`config.mk`:
```
export PLATFORM = sky130hd
export DESIGN_NAME = acc64_seq
export DESIGN_NICKNAME = d
export VERILOG_FILES = /design/src/rtl/acc64_seq.sv
export SDC_FILE = /design/constraint.sdc
export NUM_CORES = 1
export LEC_CHECK = 0
export BUFFER_PORTS_ARGS = -buffer_cell sky130_fd_sc_hd__buf_2
export CAP_MARGIN = 20
export CELL_PAD_IN_SITES_DETAIL_PLACEMENT = 0
export CELL_PAD_IN_SITES_GLOBAL_PLACEMENT = 1
export CORE_MARGIN = 2
export CORE_UTILIZATION = 47
export DETAILED_ROUTE_END_ITERATION = 10
export PLACE_DENSITY_LB_ADDON = 0.1
export SETUP_SLACK_MARGIN = 0.05
export SYNTH_ARGS = -nofsm -noshare
export SYNTH_HDL_FRONTEND = slang
export SYNTH_HIERARCHICAL = 1
export SYNTH_SLANG_ARGS = --single-unit
```
`constraint.sdc`:
```
create_clock -name CLK -period 9.6 [get_ports CLK]
set_clock_uncertainty 0.05 [all_clocks]
set_input_delay 1.92 -clock CLK [delete_from_list [all_inputs] [get_ports CLK]]
set_output_delay 1.92 -clock CLK [all_outputs]
set_load 0.02 [all_outputs]
```
`src/rtl/acc64_seq.sv`:
```
// acc64_seq -- sequential 64-bit accumulator built around one 32-bit adder.
//
// Each operand is added in two halves over two cycles (LO then HI). The carry
// out of the low half rides in the cy register into the high half. Operands
// stream in on a valid/ready handshake; i_last closes the stream. The result
// is then offered on o_valid/i_ready, and taking it clears the accumulator.
//
// Build option: define ACC_SIGNED_EN for two's-complement overflow detection.
// Without it, o_ovf reports unsigned carry-out. The sum bits are the same in
// both builds.
//
// Ports:
//   CLK      clock, rising edge
//   RSTb     asynchronous reset, active high
//   i_valid  operand valid         o_ready  operand can be accepted (IDLE)
//   i_data   64-bit operand        i_last   final operand of the stream
//   o_valid  result valid (DONE)   i_ready  downstream takes the result
//   o_sum    accumulator, visible at all times
//   o_cnt    operands accumulated, saturating at all-ones
//   o_ovf    sticky overflow flag, cleared on result handshake

module add32 (
  output logic [31:0] o_sum,
  output logic        o_c,
  input  logic [31:0] i_a,
  input  logic [31:0] i_b,
  input  logic        i_c
);
  assign {o_c, o_sum} = {1'b0, i_a} + {1'b0, i_b} + {32'd0, i_c};
endmodule

module acc64_seq #(
  parameter int CNT_W = 16
) (
  input  logic             CLK,
  input  logic             RSTb,
  input  logic             i_valid,
  output logic             o_ready,
  input  logic [63:0]      i_data,
  input  logic             i_last,
  output logic             o_valid,
  input  logic             i_ready,
  output logic [63:0]      o_sum,
  output logic [CNT_W-1:0] o_cnt,
  output logic             o_ovf
);

  typedef enum logic [1:0] {IDLE, LO, HI, DONE} state_t;

  state_t      state;
  logic [63:0] acc;
  logic [63:0] op;
  logic        cy;
  logic        last;

  logic [31:0] add_a, add_b, add_s;
  logic        add_ci, add_co;
  logic        ovf_hit;

  // Adder operands: the high half is selected only in HI, so LO, IDLE and
  // DONE all see the low half with no carry-in.
  always_comb begin
    add_a  = acc[31:0];
    add_b  = op[31:0];
    add_ci = 1'b0;
    if (state == HI) begin
      add_a  = acc[63:32];
      add_b  = op[63:32];
      add_ci = cy;
    end
  end

  add32 u_add (
    .o_sum (add_s),
    .o_c   (add_co),
    .i_a   (add_a),
    .i_b   (add_b),
    .i_c   (add_ci)
  );

`ifdef ACC_SIGNED_EN
  // Signed overflow: both inputs share a sign and the result's sign differs.
  assign ovf_hit = (acc[63] == op[63]) && (add_s[31] != acc[63]);
`else
  assign ovf_hit = add_co;
`endif

  always_ff @(posedge CLK or posedge RSTb) begin
    if (RSTb) begin
      state <= IDLE;
      acc   <= '0;
      op    <= '0;
      cy    <= 1'b0;
      last  <= 1'b0;
      o_cnt <= '0;
      o_ovf <= 1'b0;
    end else begin
      case (state)
        IDLE: begin
          if (i_valid) begin
            op    <= i_data;
            last  <= i_last;
            state <= LO;
          end
        end
        LO: begin
          acc[31:0] <= add_s;
          cy        <= add_co;
          state     <= HI;
        end
        HI: begin
          acc[63:32] <= add_s;
          if (o_cnt != '1) o_cnt <= o_cnt + CNT_W'(1);
          if (ovf_hit) o_ovf <= 1'b1;
          state <= last ? DONE : IDLE;
        end
        DONE: begin
          if (i_ready) begin
            acc   <= '0;
            o_cnt <= '0;
            o_ovf <= 1'b0;
            state <= IDLE;
          end
        end
        default: state <= IDLE;
      endcase
    end
  end

  // All three are pure decodes of registers, so none depend on inputs.
  assign o_ready = (state == IDLE);
  assign o_valid = (state == DONE);
  assign o_sum   = acc;

endmodule

```
After elaboration in Yosys (flattened, before gate mapping)
Cells that the tools add are included.
- $add $sub $neg: 3
- equal/unequal tests: 8
- muxes and demuxes: 16
- reductions and logical operators: 9
- operator list (cell ; count):
    one-hot mux 32 bit (2 select lines) ; 2
    2-to-1 mux 32 bit ; 2
    2-to-1 mux 64 bit ; 1
    adder 32 x 32 -> 33 bit ; 1
    adder 33 x 1 -> 33 bit ; 1
    2-to-1 mux 16 bit ; 2
    one-hot mux 16 bit (2 select lines) ; 1
    adder 16 x 1 -> 16 bit, second input constant ; 1
    inequality test 16 bit, second input constant ; 1
    one-hot mux 2 bit (4 select lines) ; 1
    AND reduction 2 bit ; 4
    2-to-1 mux 2 bit ; 3
    AND reduction 3 bit ; 2
    equality test 2 bit, second input constant ; 2
    inequality test 2 x 1 -> 1 bit, second input constant ; 2
    inequality test 2 bit, second input constant ; 2
    nonzero test 2 bit ; 2
    2-to-1 mux 1 bit ; 3
    equality test 2 x 1 -> 1 bit, second input constant ; 1
    logical NOT 2 bit ; 1
    one-hot mux 1 bit (2 select lines) ; 1
- flip-flop bits (word level): 149
- input port bits: 69
- output and inout port bits: 83
- word-level logic and storage cells: 44

Longest topological paths before layout
Gate-level depths: netlist (run 1).
- depth after elaboration: 6
- mapped depth: 17
- gate-level depth less buffers: 14

Modules after synthesis
Netlist (run 1), hierarchy kept.
- modules (own cells, without submodules) (module ; instances ; cells each ; area each (µm²) ; sequential area each (µm²)):
    acc64_seq ; 1 ; 615 ; 6558.8 ; 3728.6
    add32 ; 1 ; 237 ; 1714.1 ; 0.0

Worst setup path after synthesis (run 1)
Ideal clock, no wire load.
- path type: register to register
- start point: reg state[0]
- end point: reg cy
- setup time: 125 ps
- arrival: 3648 ps
- required time: 9425 ps
- setup slack: 5777 ps
- cell stages (with the launch flop): 17
- path buffers: 3
- period minus slack after synthesis: 3823 ps
- path through: dfrtp_1 nand2b_1 clkbuf_1 clkbuf_1 buf_2 nand2_1 nand2_1 fa_1 fa_1 a211oi_1 o21bai_2 o2111ai_2 a211oi_2 nor2_1 o41ai_2 a221o_1 mux2_2
- word-level cells in the longest chain between the ends: 4
- elaborated cells between the ends (all ways): 7
- classes of those cells: add/sub (2); eq/ne (2); mux (3)
- ends and longest elaborated chain (element ; RTL line ; RTL):
    start, declared ; 50 ; state_t state;
    start signal, assigned ; 115 ; state <= last ? DONE : IDLE;
    equality test 2 bit ; 66 ; if (state == HI) begin
    2-to-1 mux 32 bit ; 66 ;
    net add_b[0] ; 56 ; logic [31:0] add_a, add_b, add_s;
    adder 32 x 32 -> 33 bit ; 29 ; assign {o_c, o_sum} = {1'b0, i_a} + {1'b0, i_b} + {32'd0, i_c};
    adder 33 x 1 -> 33 bit ; 29 ;
    net add_co ; 57 ; logic add_ci, add_co;
    end signal, assigned ; 108 ; cy <= add_co;
    end, declared ; 53 ; logic cy;
The timed path passes the listed nets, and every way through them passes these cells.
A chain may end at the register's enable or synchronous reset.

Final worst setup path (run 1)
- start point: reg state[1]
- end point: reg acc[63], in the netlist o_sum[63]
- word-level cells in the longest chain between the ends: 5
- elaborated cells between the ends (all ways): 11
- classes of those cells: add/sub (2); eq/ne (3); mux (4); reduce/logical (2)
- ends and longest elaborated chain (element ; RTL line ; RTL):
    equality test 2 bit ; 66 ;
    2-to-1 mux 32 bit ; 66 ;
    net add_a[14] ; 56 ;
    adder 32 x 32 -> 33 bit ; 29 ;
    adder 33 x 1 -> 33 bit ; 29 ;
    net add_s[31] ; 56 ;
    one-hot mux 32 bit (2 select lines) ; 98 ; case (state)
    end signal, assigned ; 112 ; acc[63:32] <= add_s;
    end, declared ; 51 ; logic [63:0] acc;
The timed path passes the listed nets, and every way through them passes these cells.

==> flow_summary.toml, run 1 <==
[grt]
grt_max_degree = 89
use_met3 = 0.0585
antenna_found_initial = 0
grt-busiest-layer = "met2"
grt_pass1_vias = 6699
track_usage = 0.235
grt_overflow_total = 0
met1_usage = 0.327
use_met2 = 0.363
grt_pass1_wl_um = 34400

[sta]
maxSlewHeadroom = 0.362
hold_viol = 0
slew_viol_final = 0
setup-tns-final_ns = 0
rsz0062_at_grt = "no"
setup_slack_ns = 4.99
tightestPinTransition_ns = 0.953
setup_viol = 0
min_period_ns = 4.61
fmax_ghz = 0.217
period_share = 0.480

[finish]
nNetsFinal = 1086
drive_gt1_frac = 0.281
final_cell_mix = "230 x nand2_1, 151 x buf_2, 149 x dfrtp_1"
area_growth_syn_to_layout_pct = 19.1
final_common_cell = "nand2_1"
diodes = 0

[synth]
ys_top_cells_by_area = "dfrtp_1 45%, nand2_1 10%, mux2_2 8.8%"
ys_types = 70
avgSynthCellArea_um2 = 9.71
ys.flop_type = "dfrtp_1"
async_flop_share = 1.00
ys_seq_elements = 149
syn_area_um2 = 8270
seq_area_frac_synth = 0.451
synth_top_area_share = 0.451
yosysWarnings = 6
syn_nets = 955
post-synth-top-area-cell = "dfrtp_1"
syn_inst = 852
synth_enable_flop_cells = 0

[placed_design]
gp_congestion = 0.862
numPortBuffers = 151
preCtsSetupSlack_ns = 5.05
dp_hpwl_um = 14500

[clock_tree]
clkTransAtPathRegs_ns = 0.06
htreeDepth = 4
cts.sinks = 149
clk_latency_ns = 0.43
clk_path_buf_depth = 2
cts-hold-fix-buffers = 0
cts_setup_buffers = 0
clockRootBuffer = "clkbuf_16"
cts_buffers = 17
cts_tree = "yes"
cts-resized-gates = 0

[worst_setup_path]
max_stage_delay_ns = 0.77
endpoint_kind = "flip-flop"
cp_slowest_cell = "buf_4"
cp-start-kind = "flip-flop"
crit_path_frequent_cell = "nand2_1"
required_ns = 9.86
cp_cell_sequence = "nor2b_4 -> buf_4 -> nand2_1 -> nand2_1 -> ha_1 -> a21oi_1 -> o21ai_0 -> a221oi_1 -> a31oi_1 -> o211a_1 -> nor4_1 -> a311oi_1 -> a22o_1"
crit_fanout = 81
path_class = "reg -> reg"
arrival_ns = 4.87

[routing]
routed-via-count = 6875
vias_per_cell = 5.63
drt_iter0_markers = 460
ant_nets = 0
wl_per_cell_um = 17.2
routed_wl_um = 21000
drc_errors = 0
drtPass1Iterations = 7

[floorplan]
die_w_um = 137
design.core.area_um2 = 17200
pin_count = 152
dieArea_um2 = 18700
rows = 48
die_y_um = 137
initial_utilization = 0.480

[flow_run]
cap_violations = 0

[hold_path]
min-delay-path-class = "reg -> reg"

[run_status]
status = "complete, no violations"
-- metrics by stage --
stage	util	instance area [µm²]	hold WS, ns	cells
6_report	0.572	9850	0.452	1221
5_1_grt	0.572	9850	0.478	1221
4_1_cts	0.572	9850	0.446	1221
3_5_place_dp	0.534	9200	0.437	1189
3_3_place_gp	0.534	9200	0.427	1189
2_1_floorplan	-	8270	0.422	852
-- critical path, delay by kind of cell (launching register included) --
family / cells / cell delay [ns]
buf+inv: 1 / 0.77
fa+ha+maj: 1 / 0.30
compound gates: 7 / 1.59
simple gates: 4 / 1.10
flops: 1 / 0.64
-- cell usage after synthesis (all sizes together) (3+ instances only) --
master and instances:
a211o 3, a211oi 5, a21boi 3, a21o 16, a21oi 37, a221oi 3
a22o 64, a31oi 7, a41oi 3, and3 4, and4 5, buf 14
clkbuf 33, dfrtp 149, ha 32, inv 15, mux2 65, nand2 232
nand3 15, nand4 11, nor2 20, nor2b 3, nor3 3, nor4 4
o211ai 5, o21a 3, o21ai 28, o21bai 3, o311ai 4, o31ai 3
xnor2 14, xor2 14
-- kinds of logic (layout without fill, tap and decap cells) --
group | Yosys count | in the layout | synth area share
XOR/XNOR | 28 | 28 | 0.0296
AO/OA/AOI/OAI | 204 | 204 | 0.183
AND/OR/NAND/NOR | 308 | 308 | 0.162
adder cells (fa/ha/maj) | 34 | 34 | 0.0532
flip-flops | 149 | 149 | 0.451
buffers and inverters | 62 | 206 | 0.0302
multiplexers | 67 | 67 | 0.0909
-- layout make-up --
type | count | area (µm²)
Fill cell | 1562 | 7390
Tap cell | 225 | 282
Clock buffer | 19 | 453
Multi-Input combinational cell | 641 | 4320
Inverter | 15 | 61.3
Timing Repair Buffer | 159 | 816
Clock inverter | 13 | 195
Sequential cell | 149 | 3730
-- final timing paths --
path | end | slack (ns) | start | depth (start not counted)
setup / recovery | o_sum[63] | 4.99 | state[1] | 13
max in group asynchronous | op[24] | 6.59 | RSTb | 3
hold / removal | o_cnt[12] | 0.45 | o_cnt[12] | 1
setup reg to reg | o_sum[63] | 4.99 | state[1] | 13
min in group asynchronous | op[3] | 1.58 | RSTb | 2
hold reg to reg | o_cnt[12] | 0.45 | o_cnt[12] | 1
-- sequential cells by signal, summed over array words and instances (netlist names) --
signal and flops:
cy 1, o_sum 64, last 1, op 64
state 2, o_cnt 16, o_ovf 1
-- layer usage --
layer / up-vias / wire length (µm) / share of wire
met5: - / 0 / 0
met4: 0 / 274 / 0.013
met3: 26 / 1150 / 0.055
met2: 193 / 9710 / 0.46
met1: 3334 / 9830 / 0.47
li1: 3322 / - / -
Power of run 1 is left out: the tool's default activity adds up to more than one toggle a clock period on the data nets, which glitch-free logic cannot reach.
==> run 2, diff against run 1 <==
--- a/config.mk
+++ b/config.mk
@@ -10,7 +10,7 @@
 export CELL_PAD_IN_SITES_DETAIL_PLACEMENT = 0
 export CELL_PAD_IN_SITES_GLOBAL_PLACEMENT = 1
 export CORE_MARGIN = 2
-export CORE_UTILIZATION = 47
+export CORE_UTILIZATION = 43
 export DETAILED_ROUTE_END_ITERATION = 10
 export PLACE_DENSITY_LB_ADDON = 0.1
 export SETUP_SLACK_MARGIN = 0.05
==> constraint.sdc (replaced) <==
create_clock -name CLK -period 4.45 [get_ports CLK]
set_clock_uncertainty 0.05 [all_clocks]
set_input_delay 0.89 -clock CLK [delete_from_list [all_inputs] [get_ports CLK]]
set_output_delay 0.89 -clock CLK [all_outputs]
set_load 0.02 [all_outputs]
==> run 2 against run 1 <==
Net effect:
- critical path type unchanged
- non-clock buffer count up 5
- final area up 0.22%
- sequential share of layout area down 0.082 points
- hold slack lost 0.0023 ns
- maximum frequency rose by 20%
- wire length increased by 2.4%
- worst setup slack got worse by 4.4 ns
- critical endpoint is now o_sum[30]
- die area rose by 9.0%
- first-iteration DRC count increased by 1.7%
==> flow_summary.toml, run 2 (synthesized netlist as in run 1, its figures left out) <==
[sta]
setup-tns-final_ns = 0
rsz0062_at_grt = "no"
period_share = 0.861
slew_viol_final = 0
fmax_ghz = 0.261
maxSlewHeadroom = 0.281
setup_viol = 0
tightestPinTransition_ns = 1.08
min_period_ns = 3.83
hold_viol = 0
setup_slack_ns = 0.618

[routing]
drc_errors = 0
wl_per_cell_um = 17.4
routed-via-count = 6886
drtPass1Iterations = 5
vias_per_cell = 5.58
routed_wl_um = 21500
drt_iter0_markers = 468
ant_nets = 0

[floorplan]
design.core.area_um2 = 18800
die_y_um = 143
initial_utilization = 0.441
die_w_um = 143
dieArea_um2 = 20400
pin_count = 152
rows = 50

[grt]
grt_overflow_total = 0
track_usage = 0.218
antenna_found_initial = 0
grt_max_degree = 66
grt_pass1_wl_um = 35300
grt_pass1_vias = 6717

[finish]
fill_cells = 1780
multi_input_area_um2 = 4320
postLayoutCoreUtil = 0.526
final_cell_mix = "230 x nand2_1, 151 x buf_2, 149 x dfrtp_1"
final_common_cell = "nand2_1"
area_growth_syn_to_layout_pct = 19.3
fin_area_um2 = 9870
diodes = 0
regArea_um2 = 3730
drive_gt1_frac = 0.285
nNetsFinal = 1091

[clock_tree]
clk_path_buf_depth = 2
htreeDepth = 4
cts-hold-fix-buffers = 0
clkTransAtPathRegs_ns = 0.07
cts_buffers = 17
clockRootBuffer = "clkbuf_16"
cts_tree = "yes"
cts_setup_buffers = 0
cts-resized-gates = 0
clk_latency_ns = 0.43
cts.sinks = 149

[worst_setup_path]
rr_startpoint = "state[0]"
path_class = "reg -> reg"
crit_start = "state[0]"
crit_fanout = 13
cp-start-kind = "flip-flop"
endpoint_kind = "flip-flop"
required_ns = 4.71
arrival_ns = 4.09

[placed_design]
dp_hpwl_um = 15100
preCtsSetupSlack_ns = 0.643
numPortBuffers = 151
place_area_um2 = 9280
gp_congestion = 0.825

[hold_path]
min-delay-path-class = "reg -> reg"
hold_start = "o_cnt[12]"

[run_status]
status = "complete, no violations"

[flow_run]
cap_violations = 0
[run 2: final cells by class]
cell class	count	share of cell area
Clock buffer	17	0.0431
Clock inverter	15	0.0174
Inverter	15	0.00608
Multi-Input combinational cell	641	0.437
Sequential cell	149	0.378
Tap cell	234	0.0297
Timing Repair Buffer	164	0.0890
[run 2: metal layers]
metal | vias up | share of wire | GRT usage
li1 | 3331 | - | -
met3 | 18 | 0.040 | 0.0483
met1 | 3374 | 0.48 | 0.308
met5 | - | 0 | 0
met4 | 0 | 0.010 | 0.0532
met2 | 163 | 0.47 | 0.343
[run 2: worst max-delay path, stage by stage (launching register included)]
cell	delay [ns]
dfrtp_1	0.37
nand2b_2	0.31
nand2_1	0.12
nand2_1	0.08
fa_1	0.47
fa_1	0.44
a211oi_1	0.31
o21bai_2	0.15
o2111ai_2	0.27
a211oi_2	0.13
o21ai_0	0.41
o21ai_0	0.21
xor2_1	0.18
a22o_1	0.20
[run 2: stage by stage]
stage / hold WS, ns / instances
after floorplan: 0.422 / 852
final: 0.450 / 1235
after global routing: 0.472 / 1235
after CTS: 0.449 / 1235
after detailed placement: 0.437 / 1203
after global placement: 0.429 / 1203
[run 2: final timing paths]
check / endpoint / slack [ns] / depth (start not counted)
worst max-delay path: o_sum[30] / 0.62 / 13
worst min-delay path: o_cnt[12] / 0.45 / 1
worst max register to register: o_sum[30] / 0.62 / 13
worst min register to register: o_cnt[12] / 0.45 / 1
max in group asynchronous: o_cnt[3] / 3.02 / 3
min in group asynchronous: o_sum[49] / 0.52 / 2
Power of run 2 is left out for the same reason.
==> run 3, diff against run 2 <==
--- a/config.mk
+++ b/config.mk
@@ -7,10 +7,10 @@
 export LEC_CHECK = 0
 export BUFFER_PORTS_ARGS = -buffer_cell sky130_fd_sc_hd__buf_2
 export CAP_MARGIN = 20
-export CELL_PAD_IN_SITES_DETAIL_PLACEMENT = 0
-export CELL_PAD_IN_SITES_GLOBAL_PLACEMENT = 1
+export CELL_PAD_IN_SITES_DETAIL_PLACEMENT = 1
+export CELL_PAD_IN_SITES_GLOBAL_PLACEMENT = 2
 export CORE_MARGIN = 2
-export CORE_UTILIZATION = 43
+export CORE_UTILIZATION = 35
 export DETAILED_ROUTE_END_ITERATION = 10
 export PLACE_DENSITY_LB_ADDON = 0.1
 export SETUP_SLACK_MARGIN = 0.05
==> run 3 against run 2 <==
Net effect:
- first-iteration DRC count shrank 50%
- critical path depth rose by 2
- non-clock buffer count is 3 higher
- final cell count increased by 7.2%
- clock-buffer cell count rose by 2
- via count up 0.86%
- maximum frequency down 5.8%
- die area up 22%
==> flow_summary.toml, run 3 (synthesized netlist as in run 1, its figures left out) <==
[sta]
setup_viol = 0
fmax_ghz = 0.246
slew_viol_final = 0
maxSlewHeadroom = 0.388
tightestPinTransition_ns = 0.917
period_share = 0.914
hold_viol = 0
min_period_ns = 4.07
setup-tns-final_ns = 0
rsz0062_at_grt = "no"

[worst_setup_path]
endpoint_kind = "flip-flop"
required_ns = 4.74
crit_family = "compound AO/OA/AOI/OAI gates"
cp_num_buf_inv = 2
cp_cell_sequence = "buf_4 -> nand2b_2 -> buf_4 -> nand2_1 -> nand2_1 -> ha_1 -> nand2_2 -> nor4_2 -> nand3_1 -> a211oi_2 -> nor2_1 -> o41ai_2 -> a221o_1 -> a21oi_1 -> o21ai_0"
crit_fanout = 36
arrival_ns = 4.35
max_stage_delay_ns = 0.59
path_class = "reg -> reg"
cp-start-kind = "flip-flop"
cp_slowest_cell = "dfrtp_1"

[finish]
regArea_um2 = 3730
fill_cells = 2709
nNetsFinal = 1095
drive_gt1_frac = 0.286
area_growth_syn_to_layout_pct = 21.4
final_common_cell = "nand2_1"
diodes = 0
multi_input_area_um2 = 4320
final_cell_mix = "230 x nand2_1, 151 x buf_2, 149 x dfrtp_1"

[floorplan]
die_y_um = 158
dieArea_um2 = 24900
rows = 56
die_w_um = 158
pin_count = 152
design.core.area_um2 = 23300
initial_utilization = 0.355

[hold_path]
min-delay-path-class = "reg -> reg"

[routing]
wl_per_cell_um = 18.1
routed_wl_um = 24000
drtPass1Iterations = 4
ant_nets = 0
drc_errors = 0
routed-via-count = 6945
drt_iter0_markers = 234
vias_per_cell = 5.25

[clock_tree]
cts_setup_buffers = 0
clkTransAtPathRegs_ns = 0.07
cts.sinks = 149
clk_path_buf_depth = 2
htreeDepth = 4
cts_buffers = 17
clockRootBuffer = "clkbuf_16"
cts_tree = "yes"
clk_latency_ns = 0.43
cts-hold-fix-buffers = 0

[grt]
track_usage = 0.203
grt_overflow_total = 0
grt_pass1_vias = 7179
antenna_found_initial = 0
grt_max_degree = 150
grt_pass1_wl_um = 39700

[run_status]
status = "complete, no violations"

[placed_design]
dp_hpwl_um = 17000
gp_congestion = 0.806
numPortBuffers = 151

[flow_run]
cap_violations = 0
[run 3: changes by cell type in the layout (fill, tap and decap cells not counted), moves of 2 or more]
cell,change
buf_4,+3
bufinv_16,+2
clkbuf_1,+2
clkinv_4,-3
[run 3: cell type report]
type                            count  share of cell area
Sequential cell                   149               0.371
Clock buffer                       19              0.0431
Multi-Input combinational cell    642               0.431
Tap cell                          319              0.0397
Timing Repair Buffer              167              0.0897
Inverter                           15             0.00598
Clock inverter                     13              0.0196
[run 3: path summary, 6_finish.rpt]
check                      slack, ns  startpoint        to  cells after the start
min in group asynchronous       0.58        RSTb     op[5]                      3
setup / recovery                0.38    state[1]     o_ovf                     15
hold reg to reg                 0.46      op[39]    op[39]                      1
max in group asynchronous       3.02        RSTb  o_sum[9]                      3
setup reg to reg                0.38    state[1]     o_ovf                     15
hold / removal                  0.46      op[39]    op[39]                      1
[run 3: worst reg2reg max path, stage by stage (launching register included)]
cell and delay, ns:
dfrtp_1 0.59, buf_4 0.22, nand2b_2 0.08, buf_4 0.28, nand2_1 0.15, nand2_1 0.07
ha_1 0.46, nand2_2 0.11, nor4_2 0.41, nand3_1 0.15, a211oi_2 0.24, nor2_1 0.15
o41ai_2 0.51, a221o_1 0.26, a21oi_1 0.07, o21ai_0 0.18
[run 3: timing repair]
item	in CTS	in global routing
endpoints found under the setup margin	0	2
endpoints found under the hold margin	0	0
gates resized for setup	0	0
[run 3: per-layer routing]
metal  track usage  part of all wire  up-vias
li1              -                 -     3327
met1         0.282              0.48     3485
met2         0.329              0.47      116
met3        0.0348             0.034       17
met4        0.0519             0.011        0
met5             0                 0        -
[run 3: through the flow]
stage / util / cell area (µm²) / hold WS, ns / setup WS, ns / cells
floorplan: - / 8280 / 0.422 / 0.627 / 852
global placement: 0.403 / 9400 / 0.435 / 0.408 / 1291
detailed placement: 0.403 / 9400 / 0.445 / 0.377 / 1291
CTS: 0.430 / 10000 / 0.456 / 0.339 / 1323
global route: 0.430 / 10000 / 0.478 / 0.0779 / 1324
finish: 0.430 / 10000 / 0.459 / 0.383 / 1324
Power of run 3 is left out for the same reason.
